<file path="src/rtl/alu_arbiter_if.sv">
// rtl/alu_arbiter_if.sv - request/response/shared-ALU bundle for alu_arbiter
//
// Signals:
//   reqN_valid/ready, reqN_a/b/shamt/fn : requester N operation handshake
//   rspN_valid/ready, rspN_r/flags       : requester N result handshake, flags = {CF,ZF,VF,SF}
//   alu_a/b/shamt/fn                     : operands driven to the shared ALU
//   alu_r, alu_cf/zf/vf/sf               : shared ALU combinational result
// Modports: slave = arbiter side, master = requester/ALU side.
interface alu_arbiter_if;
    logic        req0_valid, req1_valid;
    logic        req0_ready, req1_ready;
    logic [31:0] req0_a, req0_b, req1_a, req1_b;
    logic [4:0]  req0_shamt, req1_shamt;
    logic [3:0]  req0_fn, req1_fn;
    logic        rsp0_valid, rsp1_valid;
    logic        rsp0_ready, rsp1_ready;
    logic [31:0] rsp0_r, rsp1_r;
    logic [3:0]  rsp0_flags, rsp1_flags;
    logic [31:0] alu_a, alu_b;
    logic [4:0]  alu_shamt;
    logic [3:0]  alu_fn;
    logic [31:0] alu_r;
    logic        alu_cf, alu_zf, alu_vf, alu_sf;

    modport slave (
        input  req0_valid, req1_valid, req0_a, req0_b, req1_a, req1_b,
               req0_shamt, req1_shamt, req0_fn, req1_fn, rsp0_ready, rsp1_ready,
               alu_r, alu_cf, alu_zf, alu_vf, alu_sf,
        output req0_ready, req1_ready, rsp0_valid, rsp1_valid,
               rsp0_r, rsp1_r, rsp0_flags, rsp1_flags,
               alu_a, alu_b, alu_shamt, alu_fn
    );

    modport master (
        output req0_valid, req1_valid, req0_a, req0_b, req1_a, req1_b,
               req0_shamt, req1_shamt, req0_fn, req1_fn, rsp0_ready, rsp1_ready,
               alu_r, alu_cf, alu_zf, alu_vf, alu_sf,
        input  req0_ready, req1_ready, rsp0_valid, rsp1_valid,
               rsp0_r, rsp1_r, rsp0_flags, rsp1_flags,
               alu_a, alu_b, alu_shamt, alu_fn
    );
endinterface

</file>
<file path="src/rtl/alu_arbiter.sv">
// rtl/alu_arbiter.sv - two-requester arbiter in front of one shared combinational ALU
//
// Ports:
//   clk   : clock, rising edge
//   rst_n : asynchronous active-low reset
//   bus   : alu_arbiter_if.slave (requests, responses, shared ALU)
// Parameter RR_EN: 1 = round-robin, 0 = fixed priority (requester 0 highest).
// One transaction in flight: IDLE (grant) -> EXEC (capture ALU) -> RESP (hold until taken).
module alu_arbiter #(
    parameter bit RR_EN = 1'b1
) (
    input  logic           clk,
    input  logic           rst_n,
    alu_arbiter_if.slave   bus
);
    typedef enum logic [1:0] {IDLE, EXEC, RESP} state_t;

    state_t      state, state_nx;
    logic        any_valid, pick, rsp_done;
    logic        grant_q, last_grant_q;
    logic [31:0] a_q, b_q, r_q;
    logic [4:0]  shamt_q;
    logic [3:0]  fn_q, flags_q;

    assign any_valid = bus.req0_valid | bus.req1_valid;
    assign rsp_done  = (state == RESP) && (grant_q ? bus.rsp1_ready : bus.rsp0_ready);

    // Winner for this cycle; only meaningful when any_valid.
    always_comb begin
        pick = 1'b0;
        if (bus.req0_valid && bus.req1_valid)
            pick = RR_EN ? ~last_grant_q : 1'b0;
        else if (!bus.req0_valid)
            pick = 1'b1;
    end

    always_ff @(posedge clk or negedge rst_n) begin
        if (!rst_n) state <= IDLE;
        else        state <= state_nx;
    end

    always_comb begin
        state_nx = state;
        case (state)
            IDLE:    if (any_valid) state_nx = EXEC;
            EXEC:    state_nx = RESP;
            RESP:    if (rsp_done) state_nx = IDLE;
            default: state_nx = IDLE;
        endcase
    end

    // ready is qualified by rst_n so it drops immediately while reset is held,
    // even though state is already IDLE and a request may be pending.
    always_comb begin
        bus.req0_ready = 1'b0;
        bus.req1_ready = 1'b0;
        bus.rsp0_valid = 1'b0;
        bus.rsp1_valid = 1'b0;
        if (state == IDLE && any_valid && rst_n) begin
            bus.req0_ready = ~pick;
            bus.req1_ready = pick;
        end
        if (state == RESP) begin
            bus.rsp0_valid = ~grant_q;
            bus.rsp1_valid = grant_q;
        end
    end

    // Last-grant resets to 1 so requester 0 wins the first tie.
    always_ff @(posedge clk or negedge rst_n) begin
        if (!rst_n) begin
            grant_q      <= 1'b0;
            last_grant_q <= 1'b1;
            a_q          <= '0;
            b_q          <= '0;
            shamt_q      <= '0;
            fn_q         <= '0;
            r_q          <= '0;
            flags_q      <= '0;
        end else begin
            if (state == IDLE && any_valid) begin
                grant_q      <= pick;
                last_grant_q <= pick;
                a_q          <= pick ? bus.req1_a     : bus.req0_a;
                b_q          <= pick ? bus.req1_b     : bus.req0_b;
                shamt_q      <= pick ? bus.req1_shamt : bus.req0_shamt;
                fn_q         <= pick ? bus.req1_fn    : bus.req0_fn;
            end
            if (state == EXEC) begin
                r_q     <= bus.alu_r;
                flags_q <= {bus.alu_cf, bus.alu_zf, bus.alu_vf, bus.alu_sf};
            end
        end
    end

    assign bus.alu_a      = a_q;
    assign bus.alu_b      = b_q;
    assign bus.alu_shamt  = shamt_q;
    assign bus.alu_fn     = fn_q;
    assign bus.rsp0_r     = r_q;
    assign bus.rsp1_r     = r_q;
    assign bus.rsp0_flags = flags_q;
    assign bus.rsp1_flags = flags_q;
endmodule

</file>
<file path="src/flat_wrapper.sv">
// flat-port wrapper written by rule: the top's interface ports become plain ports
module alu_arbiter_flat 
#(
    parameter bit RR_EN = 1'b1
)
  (clk, rst_n, bus_req0_valid, bus_req1_valid, bus_req0_a, bus_req0_b, bus_req1_a, bus_req1_b, bus_req0_shamt, bus_req1_shamt, bus_req0_fn, bus_req1_fn, bus_rsp0_ready, bus_rsp1_ready, bus_alu_r, bus_alu_cf, bus_alu_zf, bus_alu_vf, bus_alu_sf, bus_req0_ready, bus_req1_ready, bus_rsp0_valid, bus_rsp1_valid, bus_rsp0_r, bus_rsp1_r, bus_rsp0_flags, bus_rsp1_flags, bus_alu_a, bus_alu_b, bus_alu_shamt, bus_alu_fn);
  alu_arbiter_if bus_i ();
  input  logic clk;
  input  logic rst_n;
  input wire logic [$bits(bus_i.req0_valid)-1:0] bus_req0_valid;
  input wire logic [$bits(bus_i.req1_valid)-1:0] bus_req1_valid;
  input wire logic [$bits(bus_i.req0_a)-1:0] bus_req0_a;
  input wire logic [$bits(bus_i.req0_b)-1:0] bus_req0_b;
  input wire logic [$bits(bus_i.req1_a)-1:0] bus_req1_a;
  input wire logic [$bits(bus_i.req1_b)-1:0] bus_req1_b;
  input wire logic [$bits(bus_i.req0_shamt)-1:0] bus_req0_shamt;
  input wire logic [$bits(bus_i.req1_shamt)-1:0] bus_req1_shamt;
  input wire logic [$bits(bus_i.req0_fn)-1:0] bus_req0_fn;
  input wire logic [$bits(bus_i.req1_fn)-1:0] bus_req1_fn;
  input wire logic [$bits(bus_i.rsp0_ready)-1:0] bus_rsp0_ready;
  input wire logic [$bits(bus_i.rsp1_ready)-1:0] bus_rsp1_ready;
  input wire logic [$bits(bus_i.alu_r)-1:0] bus_alu_r;
  input wire logic [$bits(bus_i.alu_cf)-1:0] bus_alu_cf;
  input wire logic [$bits(bus_i.alu_zf)-1:0] bus_alu_zf;
  input wire logic [$bits(bus_i.alu_vf)-1:0] bus_alu_vf;
  input wire logic [$bits(bus_i.alu_sf)-1:0] bus_alu_sf;
  output wire logic [$bits(bus_i.req0_ready)-1:0] bus_req0_ready;
  output wire logic [$bits(bus_i.req1_ready)-1:0] bus_req1_ready;
  output wire logic [$bits(bus_i.rsp0_valid)-1:0] bus_rsp0_valid;
  output wire logic [$bits(bus_i.rsp1_valid)-1:0] bus_rsp1_valid;
  output wire logic [$bits(bus_i.rsp0_r)-1:0] bus_rsp0_r;
  output wire logic [$bits(bus_i.rsp1_r)-1:0] bus_rsp1_r;
  output wire logic [$bits(bus_i.rsp0_flags)-1:0] bus_rsp0_flags;
  output wire logic [$bits(bus_i.rsp1_flags)-1:0] bus_rsp1_flags;
  output wire logic [$bits(bus_i.alu_a)-1:0] bus_alu_a;
  output wire logic [$bits(bus_i.alu_b)-1:0] bus_alu_b;
  output wire logic [$bits(bus_i.alu_shamt)-1:0] bus_alu_shamt;
  output wire logic [$bits(bus_i.alu_fn)-1:0] bus_alu_fn;
  assign bus_i.req0_valid = bus_req0_valid;
  assign bus_i.req1_valid = bus_req1_valid;
  assign bus_i.req0_a = bus_req0_a;
  assign bus_i.req0_b = bus_req0_b;
  assign bus_i.req1_a = bus_req1_a;
  assign bus_i.req1_b = bus_req1_b;
  assign bus_i.req0_shamt = bus_req0_shamt;
  assign bus_i.req1_shamt = bus_req1_shamt;
  assign bus_i.req0_fn = bus_req0_fn;
  assign bus_i.req1_fn = bus_req1_fn;
  assign bus_i.rsp0_ready = bus_rsp0_ready;
  assign bus_i.rsp1_ready = bus_rsp1_ready;
  assign bus_i.alu_r = bus_alu_r;
  assign bus_i.alu_cf = bus_alu_cf;
  assign bus_i.alu_zf = bus_alu_zf;
  assign bus_i.alu_vf = bus_alu_vf;
  assign bus_i.alu_sf = bus_alu_sf;
  assign bus_req0_ready = bus_i.req0_ready;
  assign bus_req1_ready = bus_i.req1_ready;
  assign bus_rsp0_valid = bus_i.rsp0_valid;
  assign bus_rsp1_valid = bus_i.rsp1_valid;
  assign bus_rsp0_r = bus_i.rsp0_r;
  assign bus_rsp1_r = bus_i.rsp1_r;
  assign bus_rsp0_flags = bus_i.rsp0_flags;
  assign bus_rsp1_flags = bus_i.rsp1_flags;
  assign bus_alu_a = bus_i.alu_a;
  assign bus_alu_b = bus_i.alu_b;
  assign bus_alu_shamt = bus_i.alu_shamt;
  assign bus_alu_fn = bus_i.alu_fn;
  alu_arbiter #(.RR_EN(RR_EN)) u_core (.clk(clk), .rst_n(rst_n), .bus(bus_i));
endmodule
</file>
<file path="config.mk">
export PLATFORM = sky130hd
export DESIGN_NAME = alu_arbiter_flat
export DESIGN_NICKNAME = d
export VERILOG_FILES = /design/src/rtl/alu_arbiter_if.sv /design/src/rtl/alu_arbiter.sv /design/src/flat_wrapper.sv
export SDC_FILE = /design/constraint.sdc
export NUM_CORES = 1
export LEC_CHECK = 0
export BUFFER_PORTS_ARGS = -buffer_cell sky130_fd_sc_hd__buf_2
export CELL_PAD_IN_SITES_DETAIL_PLACEMENT = 0
export CELL_PAD_IN_SITES_GLOBAL_PLACEMENT = 1
export CORE_AREA = 4 4 124 150
export DETAILED_ROUTE_END_ITERATION = 12
export DIE_AREA = 0 0 128 154
export MAX_ROUTING_LAYER = met4
export PLACE_DENSITY = 0.83
export SLEW_MARGIN = 20
export SYNTH_ARGS = -nofsm -noshare
export SYNTH_HDL_FRONTEND = slang
export SYNTH_SLANG_ARGS = --single-unit
</file>
<file path="constraint.sdc">
create_clock -name clk -period 4 [get_ports clk]
set_input_delay 0.8 -clock clk [delete_from_list [all_inputs] [get_ports clk]]
set_output_delay 0.8 -clock clk [all_outputs]
set_load 0.01 [all_outputs]
</file>
==> run metrics, run 1 <==
status=complete, no violations; final clock period utilization by the worst path=approximately 78%; Bufs on Longest Clock Path=2; Die Footprint=around 20000 um^2; Antenna Violating Nets Remaining=0; Pins Over Slew Limit=0; number of core rows=53; core area=17200 um^2; clock tree sinks=about 110; number of nets in the synthesized netlist=around 750; power share of the combinational group=a little over two fifths; cell type with the highest aggregate area in the netlist=sky130_fd_sc_hd__dfrtp_1; Mapped Area=between 5000 and 6000 um^2; number of antenna violations at the first check in global routing=1; main area contributors after synthesis=sky130_fd_sc_hd__dfrtp_1 50%, sky130_fd_sc_hd__mux2_2 7.5%, sky130_fd_sc_hd__a21oi_1 6.9%; critical path peak fanout=78; gpl congestion=0.775; Post-Syn Area per Cell=approximately 10 um^2; IO Port Bufs=between 300 and 400; Yosys warnings=0; number of synthesized register bits=about 110; sequence of cells on the critical path=buf_2 -> or2_2 -> and2_4 -> and3b_1 -> buf_2; number of H-tree branching levels=4; Critical Path Max Stage Delay=0.80 ns; power share of the clock group=between 20% and 30%; initial core utilization=approximately a third; final count of hold timing violations=0; Startpoint Class=input pin; Final nets=1013; final wirelength=a little under 20 mm; cell area after layout=between 7000 and 8000 um^2; RSZ-0062 raised after global routing=false; peak supply drop=approximately 0.36 mV; worst clock skew on the final layout=0.0112 ns; slowest CP cell=sky130_fd_sc_hd__and2_4; number of detailed-routing iterations run before antenna repair=4; Hold WC Path Type=register to register; area occupied by registers=around 2800 um^2; PostCTS Resize Cnt=0; largest net degree at the start of global routing=about 80; global router's overall resource usage=approximately a fifth; area growth from synthesis to final layout=37.7%; power density over the cells=about 840 nW/um^2; Flop pwr share=32.4%; first-pass GRT wire length=slightly below 30 mm; cell area after placement=about 7100 um^2; cts bufs inserted=17; root buf cell=sky130_fd_sc_hd__clkbuf_16; highest-count cells in the layout ignoring fill and taps=335 x sky130_fd_sc_hd__buf_2, 112 x sky130_fd_sc_hd__dfrtp_1, 77 x sky130_fd_sc_hd__a21oi_1; number of setup buffers added after CTS=0; number of top-level pins=approximately 340; global route overflow=0; number of design-rule violations left by the first detailed-router iteration=~340; total number of vias=about 5500; Total Negative Setup Slacks=0 ns; most common library cell in the layout ignoring fill and taps=sky130_fd_sc_hd__buf_2; actual slew at the worst max-slew pin=1.03 ns; worst slew margin relative to its limit=31.6%; vias in the first global route=between 5000 and 6000; fraction of layout instances using a drive strength above 1=around 53%; Crit path max-delay family=simple AND/OR/NAND/NOR gates; static leakage=around 0.0036 uW; WP data required=between 3 and 4 ns; maximum clock frequency=between 300 and 400 MHz; number of different library cells in the post-synthesis netlist=22; horizontal die dimension=about 130 um; fillcell total=1732; classification of the worst setup path=input pin to primary output; Switching Power=2550 uW; endpoint type of the worst setup path=primary output; sequential cell area fraction in the yosys report=just over 50%; data arrival time at the worst-slack endpoint=roughly 2.3 ns; die height=approximately 150 um; multi-input combinational cell area=around 2200 um^2; most used cell, CP=sky130_fd_sc_hd__buf_2; # Max-Cap Violations=0; post-DR wirelength/cell=between 15 and 20 um; cts hold-fix bufs=0; clock network latency to the later pin of the worst-skew pair=approximately 0.41 ns; Internal=~3900 uW; TritonCTS clock tree=built; switching share of power=39.4%; Period minus WS final=3.11 ns; worst-case register-to-register setup slack=around 2.1 ns; clock slew seen by the registers of the worst setup and hold paths=around 0.060 ns; combined buffer and inverter count along the critical path=2; number of instances in the synthesized netlist=559; total setup violations reported at the end of the flow=0; number of vias per cell=roughly 5.2; Remaining DRCs=0; Layout Utilization=~45%; fraction of post-synthesis cell area in the top cell type by area=around half; DPL Wire Length=roughly 13 mm
==> logic make-up (layout without fill, tap and decap cells) <==
| kind of cell | Yosys count | count (layout) | synth area share, % |
|---|---|---|---|
| AOI/OAI and AO/OA | 224 | 224 | 24.0 |
| DFF | 113 | 113 | 50.7 |
| buffers and inverters | 100 | 379 | 10.1 |
| and+or+nand+nor | 85 | 85 | 7.76 |
| muxes | 37 | 37 | 7.47 |
| other | 0 | 1 | 0 |
==> state kept, by name, indices dropped and copies added (netlist names), 2 cells and up <==
signal                 cells
u_core.bus.alu_shamt       5
u_core.state               2
u_core.bus.rsp0_r         32
u_core.bus.alu_a          32
u_core.bus.rsp0_flags      4
u_core.bus.alu_b          32
u_core.bus.alu_fn          4
==> power groups by stage <==
stage	Clock (uW)	Combinational [uW]	Sequential [uW]
6_report	1570	2800	2090
5_1_grt	1670	3070	2170
4_1_cts	1610	2870	2100
3_5_place_dp	0	2870	2110
3_3_place_gp	0	2830	2080
2_1_floorplan	0	1660	2340
==> cell type report <==
| type | count | area share, % |
|---|---|---|
| flip-flops and latches | 113 | 36.8 |
| diodes | 1 | 0.0326 |
| clock buffers | 17 | 5.54 |
| clock inverters | 15 | 2.39 |
| inverters | 2 | 0.0977 |
| well taps | 220 | 3.58 |
| multi-input cells | 346 | 28.8 |
| repair buffers | 345 | 22.8 |
==> Yosys cell counts, drive strengths merged <==
cell	n
a31oi	73
o21ai	74
and3b	1
buf	65
inv	2
clkbuf	33
nor2	4
or2	1
nand3	73
dfrtp	112
mux2	37
and3	1
dfstp	1
a21oi	77
and2	1
nand2b	3
nor2b	1
==> metal layers <==
metal	up-vias	part of all wire, %	global-route usage [%]
met4	0	2.7	7.53
met3	43	7.4	4.66
met2	279	52	32.5
met1	2632	38	22.7
li1	2548	-	-
met5	-	0	-
==> stage by stage <==
stage | total power [uW] | hold WS [ns] | worst slack (ns) | cells
6_report | 6460 | 0.521 | 0.891 | 1059
5_1_grt | 6910 | 0.527 | 0.792 | 1059
4_1_cts | 6570 | 0.522 | 0.883 | 1058
3_5_place_dp | 4970 | 0.508 | 0.885 | 1026
3_3_place_gp | 4910 | 0.500 | 0.893 | 1026
2_1_floorplan | 4000 | 0.502 | 1.48 | 559
==> worst paths after layout <==
path,start,to,cells after the start
setup / recovery,bus_req0_valid,bus_req1_ready,5
max in group asynchronous,rst_n,u_core.bus.alu_shamt[0],2
hold / removal,u_core.bus.rsp0_r[17],u_core.bus.rsp0_r[17],1
hold reg to reg,u_core.bus.rsp0_r[17],u_core.bus.rsp0_r[17],1
setup reg to reg,u_core.last_grant_q,u_core.bus.alu_fn[0],4
min in group asynchronous,rst_n,u_core.bus.rsp0_r[20],2
(Power assumes the default switching activity.)
==> run 2, diff against run 1 <==
- CORE_AREA: 4 4 124 150 -> 4 4 128 154
- DIE_AREA: 0 0 128 154 -> 0 0 132 158
- PLACE_DENSITY: 0.83 -> 0.79
- clock period: 4 -> 3.1 ns (I/O delays scaled with it)
==> run metrics, run 2 (synthesis gave the netlist of run 1 again) <==
Bufs on Longest Clock Path=2 (unchanged); highest-count cells in the layout ignoring fill and taps=335 x sky130_fd_sc_hd__buf_2, 112 x sky130_fd_sc_hd__dfrtp_1, 77 x sky130_fd_sc_hd__a21oi_1 (unchanged); DPL Wire Length=13.3 mm (was 13.0 mm); Final nets=1014 (was 1013); Antenna Violating Nets Remaining=0 (unchanged); final clock period utilization by the worst path=roughly 78%; fraction of layout instances using a drive strength above 1=52.8% (was 52.7%); die height=158 um (was 154 um); global-route met3 utilization=3.78% (was 4.66%); power density over the cells=1090 nW/um^2 (was 841 nW/um^2); static leakage=0.00357 uW (was 0.00356 uW); post-DR wirelength/cell=18.6 um (was 18.2 um); worst-case register-to-register setup slack=1.19 ns (was 2.11 ns); number of H-tree branching levels=4 (unchanged); number of instances in the placed design=1031 (was 1026); Global Route met2 Usage=31.9% (was 32.5%); most common library cell in the layout ignoring fill and taps=sky130_fd_sc_hd__buf_2 (unchanged); number of antenna violations at the first check in global routing=0 (was 1); GRT busiest layer=met2 (unchanged); number of non-filler instances in the completed layout=1063 (was 1059); number of vias per cell=5.16 (was 5.20); RSZ-0062 raised after global routing=false (unchanged); final count of hold timing violations=0 (unchanged); horizontal die dimension=132 um (was 128 um); final wirelength=19.8 mm (was 19.3 mm); global-route met1 utilization=22.7% (about the same); clock slew seen by the registers of the worst setup and hold paths=0.06 ns (about the same); worst r2r dst=u_core.bus.alu_b[28] (was u_core.bus.alu_fn[0]); actual slew at the worst max-slew pin=0.895 ns (was 1.03 ns); gpl congestion=0.772 (was 0.775); Hold WC Path Type=input pin to async pin (was register to register); global route overflow=0 (unchanged); total setup violations reported at the end of the flow=0 (unchanged); first-pass GRT wire length=30.3 mm (was 29.4 mm); cts hold-fix bufs=0 (unchanged); status=complete, no violations (unchanged); data arrival time at the worst-slack endpoint=1.79 ns (was 2.31 ns); Period minus WS final=approximately 2.4 ns; core area=18200 um^2 (was 17200 um^2); number of detailed-routing iterations run before antenna repair=4 (unchanged); clock network latency to the later pin of the worst-skew pair=0.41 ns (about the same); total number of vias=5488 (was 5502); global router's overall resource usage=19.0% (was 19.5%); largest net degree at the start of global routing=76 (was 79); classification of the worst setup path=register to primary output (was input pin to primary output); Die Footprint=20900 um^2 (was 19700 um^2); Total Negative Setup Slacks=0 ns (unchanged); endpoint type of the worst setup path=primary output (unchanged); cts bufs inserted=17 (unchanged); worst clock skew on the final layout=0.00459 ns (was 0.0112 ns); IO Port Bufs=336 (unchanged); vias in the first global route=5354 (was 5341); peak supply drop=0.485 mV (was 0.362 mV); WP data required=2.48 ns (was 3.20 ns); number of core rows=54 (was 53); critical path peak fanout=39 (was 78); root buf cell=sky130_fd_sc_hd__clkbuf_16 (unchanged); area growth from synthesis to final layout=38.2% (was 37.7%); reg-to-reg critical path startpoint=u_core.state[0] (was u_core.last_grant_q); worst slew margin relative to its limit=40.3% (was 31.6%); TritonCTS clock tree=built (unchanged); initial core utilization=30.7% (was 32.4%); number of top-level pins=337 (unchanged); number of design-rule violations left by the first detailed-router iteration=338 (was 343); # Max-Cap Violations=0 (unchanged); PostCTS Resize Cnt=0 (unchanged); fillcell total=1873 (was 1732); clock tree sinks=113 (unchanged); maximum clock frequency=roughly 420 MHz; Startpoint Class=register (was input pin); Pins Over Slew Limit=0 (unchanged); number of setup buffers added after CTS=0 (unchanged); diode insertion count for antenna repair=0 (was 1); Remaining DRCs=0 (unchanged); worst reg-to-reg path cell count=4 (unchanged)
## run 2: changes by cell type in the layout (fill, tap and decap cells not counted)
| cell | change |
|---|---|
| sky130_fd_sc_hd__buf_4 | +1 |
| sky130_fd_sc_hd__clkinv_2 | -2 |
| sky130_fd_sc_hd__clkinv_4 | -1 |
| sky130_fd_sc_hd__clkinvlp_4 | -1 |
| sky130_fd_sc_hd__diode_2 | -1 |
| sky130_fd_sc_hd__inv_6 | +2 |
| sky130_fd_sc_hd__inv_8 | +2 |
## run 2: worst max path at each step
stage,from,endpoint,slack (ns)
2_1_floorplan,bus_req1_valid,bus_req0_ready,0.94
3_3_place_gp,bus_req1_valid,bus_req0_ready,0.71
3_5_place_dp,bus_req1_valid,bus_req0_ready,0.71
4_1_cts,u_core.state[0],bus_req0_ready,0.64
5_1_grt,u_core.state[1],bus_req0_ready,0.54
6_report,u_core.state[0],bus_req0_ready,0.69
## run 2: layout make-up
type	count	area (um^2)	share of cell area, %
clock buffers	17	425	5.52
clock inverters	15	198	2.56
inverters	2	7.51	0.0974
multi-input cells	346	2210	28.7
flip-flops and latches	113	2830	36.7
well taps	224	280	3.64
repair buffers	346	1760	22.8
## run 2: worst max-delay path, stage by stage (launching register included)
cell and delay [ns]:
sky130_fd_sc_hd__dfrtp_1 0.43, sky130_fd_sc_hd__nor2_4 0.11, sky130_fd_sc_hd__and2_4 0.44, sky130_fd_sc_hd__and3_1 0.23, sky130_fd_sc_hd__buf_2 0.15
## run 2: per-layer routing
layer  routed length [um]  up-vias
met2                10200      274
met5                    0        -
li1                     -     2564
met1                 7830     2624
met4                  405        0
met3                 1330       26
## run 2: power by group
part	total, uW	switching, uW	internal, uW	leakage (uW)
combinational	3640	2100	1540	0.00199
clock	2080	788	1290	0.000299
sequential	2690	450	2240	0.00128
## run 2: stage by stage
step                      total power [uW]  utilization [%]  setup slack, ns  instance area (um^2)  hold slack, ns
after floorplan                       5160                -            0.944                  5580           0.324
after global placement                6360             39.0            0.713                  7090           0.500
after detailed placement              6430             39.0            0.710                  7090           0.509
after CTS                             8540             42.4            0.640                  7710           0.396
after global routing                  8990             42.4            0.544                  7710           0.414
final                                 8420             42.4            0.694                  7710           0.376
==> run 3, diff against run 2 <==
- clock period: 3.1 -> 2.3 ns (I/O delays scaled with it)
==> run metrics, run 3 (synthesis gave the netlist of run 1 again) <==
status=complete, no violations (unchanged); die height=158 um (unchanged); number of setup buffers added after CTS=0 (unchanged); # Max-Cap Violations=0 (unchanged); worst-case register-to-register setup slack=0.67 ns (was 1.19 ns); total number of vias=5414 (was 5488); TritonCTS clock tree=built (unchanged); cell area after layout=7700 um^2 (was 7710 um^2); number of top-level pins=337 (unchanged); data arrival time at the worst-slack endpoint=1.54 ns (was 1.79 ns); Remaining DRCs=0 (unchanged); initial core utilization=30.7% (unchanged); number of H-tree branching levels=4 (unchanged); PostCTS Resize Cnt=0 (unchanged); Die Footprint=20900 um^2 (unchanged); clock slew seen by the registers of the worst setup and hold paths=0.06 ns (about the same); first-pass GRT wire length=29.4 mm (was 30.3 mm); number of detailed-routing iterations run before antenna repair=5 (was 4); highest-count cells in the layout ignoring fill and taps=335 x sky130_fd_sc_hd__buf_2, 112 x sky130_fd_sc_hd__dfrtp_1, 77 x sky130_fd_sc_hd__a21oi_1 (unchanged); cell area after placement=7130 um^2 (was 7090 um^2); core area=18200 um^2 (unchanged); multi-input combinational cell area=2210 um^2 (unchanged); maximum clock frequency=between 500 and 600 MHz; diode insertion count for antenna repair=0 (unchanged); gpl congestion=0.774 (was 0.772); power share of the clock group=22.7% (was 24.7%); Total Negative Setup Slacks=0 ns (unchanged); DPL Wire Length=13.4 mm (was 13.3 mm); peak supply drop=0.651 mV (was 0.485 mV); worst reg-to-reg path cell count=4 (unchanged); static leakage=0.00357 uW (about the same); Hold WC Path Type=input pin to async pin (unchanged); Switching Power=4440 uW (was 3340 uW); actual slew at the worst max-slew pin=0.882 ns (was 0.895 ns); largest net degree at the start of global routing=76 (unchanged); total power consumption of the routed design=11100 uW (was 8420 uW); classification of the worst setup path=register to primary output (unchanged); fraction of layout instances using a drive strength above 1=53.0% (was 52.8%); Startpoint Class=register (unchanged); clock tree sinks=113 (unchanged); number of design-rule violations left by the first detailed-router iteration=239 (was 338); fillcell total=1857 (was 1873); final count of hold timing violations=0 (unchanged); Period minus WS final=~2 ns; worst slew margin relative to its limit=41.2% (was 40.3%); vias in the first global route=5402 (was 5354); Antenna Violating Nets Remaining=0 (unchanged); critical path peak fanout=4 (was 39); cts bufs inserted=17 (unchanged); cts hold-fix bufs=0 (unchanged); clock network latency to the later pin of the worst-skew pair=0.41 ns (about the same); worst hold-check slack=0.194 ns (was 0.376 ns); root buf cell=sky130_fd_sc_hd__clkbuf_16 (unchanged); Final nets=1017 (was 1014); WP data required=1.84 ns (was 2.48 ns); number of core rows=54 (unchanged); horizontal die dimension=132 um (unchanged); worst clock skew on the final layout=0.00779 ns (was 0.00459 ns); Flop pwr share=32.7% (was 32.0%); endpoint type of the worst setup path=primary output (unchanged); Pins Over Slew Limit=0 (unchanged); total setup violations reported at the end of the flow=0 (unchanged); area growth from synthesis to final layout=38.0% (was 38.2%); power share of the combinational group=44.6% (was 43.3%); number of vias per cell=5.08 (was 5.16); IO Port Bufs=336 (unchanged); switching share of power=39.9% (was 39.7%); power density over the cells=1450 nW/um^2 (was 1090 nW/um^2); final wirelength=19.4 mm (was 19.8 mm); global route overflow=0 (unchanged); Internal=6700 uW (was 5080 uW); RSZ-0062 raised after global routing=false (unchanged); number of antenna violations at the first check in global routing=0 (unchanged); most common library cell in the layout ignoring fill and taps=sky130_fd_sc_hd__buf_2 (unchanged); Bufs on Longest Clock Path=2 (unchanged); final clock period utilization by the worst path=86.8%; post-DR wirelength/cell=18.2 um (was 18.6 um); area occupied by registers=2830 um^2 (unchanged); global router's overall resource usage=18.3% (was 19.0%)
==> run 3: changes by cell type in the layout (fill, tap and decap cells not counted), moves of 2 or more <==
cell,change
sky130_fd_sc_hd__bufinv_16,-2
sky130_fd_sc_hd__clkinv_2,+3
sky130_fd_sc_hd__clkinv_4,-2
sky130_fd_sc_hd__buf_12,+2
sky130_fd_sc_hd__inv_8,-2
==> run 3: power groups by stage <==
| stage | registers (uW) | clock network (uW) | logic, uW |
|---|---|---|---|
| detailed placement | 3660 | 0 | 5060 |
| floorplan | 4070 | 0 | 2890 |
| global placement | 3620 | 0 | 5010 |
| global route | 3780 | 2700 | 5440 |
| finish | 3640 | 2530 | 4970 |
| CTS | 3640 | 2600 | 5060 |
==> run 3: final cells by class <==
type / instances / area share (%)
clock inverters: 14 / 1.67
flip-flops and latches: 113 / 36.7
inverters: 2 / 0.0975
well taps: 224 / 3.64
multi-input cells: 346 / 28.7
repair buffers: 349 / 23.5
clock buffers: 18 / 5.70
==> run 3: critical path, stage by stage (launching register included) <==
cell and delay (ns):
sky130_fd_sc_hd__dfstp_2 0.56, sky130_fd_sc_hd__nor2b_4 0.04, sky130_fd_sc_hd__nor2_1 0.19, sky130_fd_sc_hd__and3_1 0.20
sky130_fd_sc_hd__buf_2 0.15
==> run 3: metal layers <==
layer  up-vias  part of all wire (%)  routed length (um)  global-route usage, %
met5         -                     0                   0                      -
met4         0                   2.1                 407                   6.80
met3        28                   6.2                1200                   3.75
met2       253                    52               10100                   31.6
met1      2573                    40                7690                   21.2
li1       2560                     -                   -                      -
==> run 3: through the flow <==
| step | instances | setup WS, ns | util, % |
|---|---|---|---|
| CTS | 1066 | 0.269 | 42.4 |
| global placement | 1034 | 0.468 | 39.2 |
| floorplan | 559 | 0.464 | - |
| detailed placement | 1034 | 0.432 | 39.2 |
| global route | 1066 | 0.211 | 42.4 |
| finish | 1066 | 0.303 | 42.4 |
==> run 3: worst paths after layout <==
check	start	endpoint
setup / recovery	u_core.last_grant_q	bus_req0_ready
hold / removal	rst_n	u_core.bus.rsp0_r[9]
setup reg to reg	u_core.last_grant_q	u_core.bus.alu_b[14]
hold reg to reg	u_core.bus.rsp0_r[4]	u_core.bus.rsp0_r[4]
max in group asynchronous	rst_n	u_core.bus.alu_a[22]
min in group clk	bus_alu_vf	u_core.bus.rsp0_flags[1]
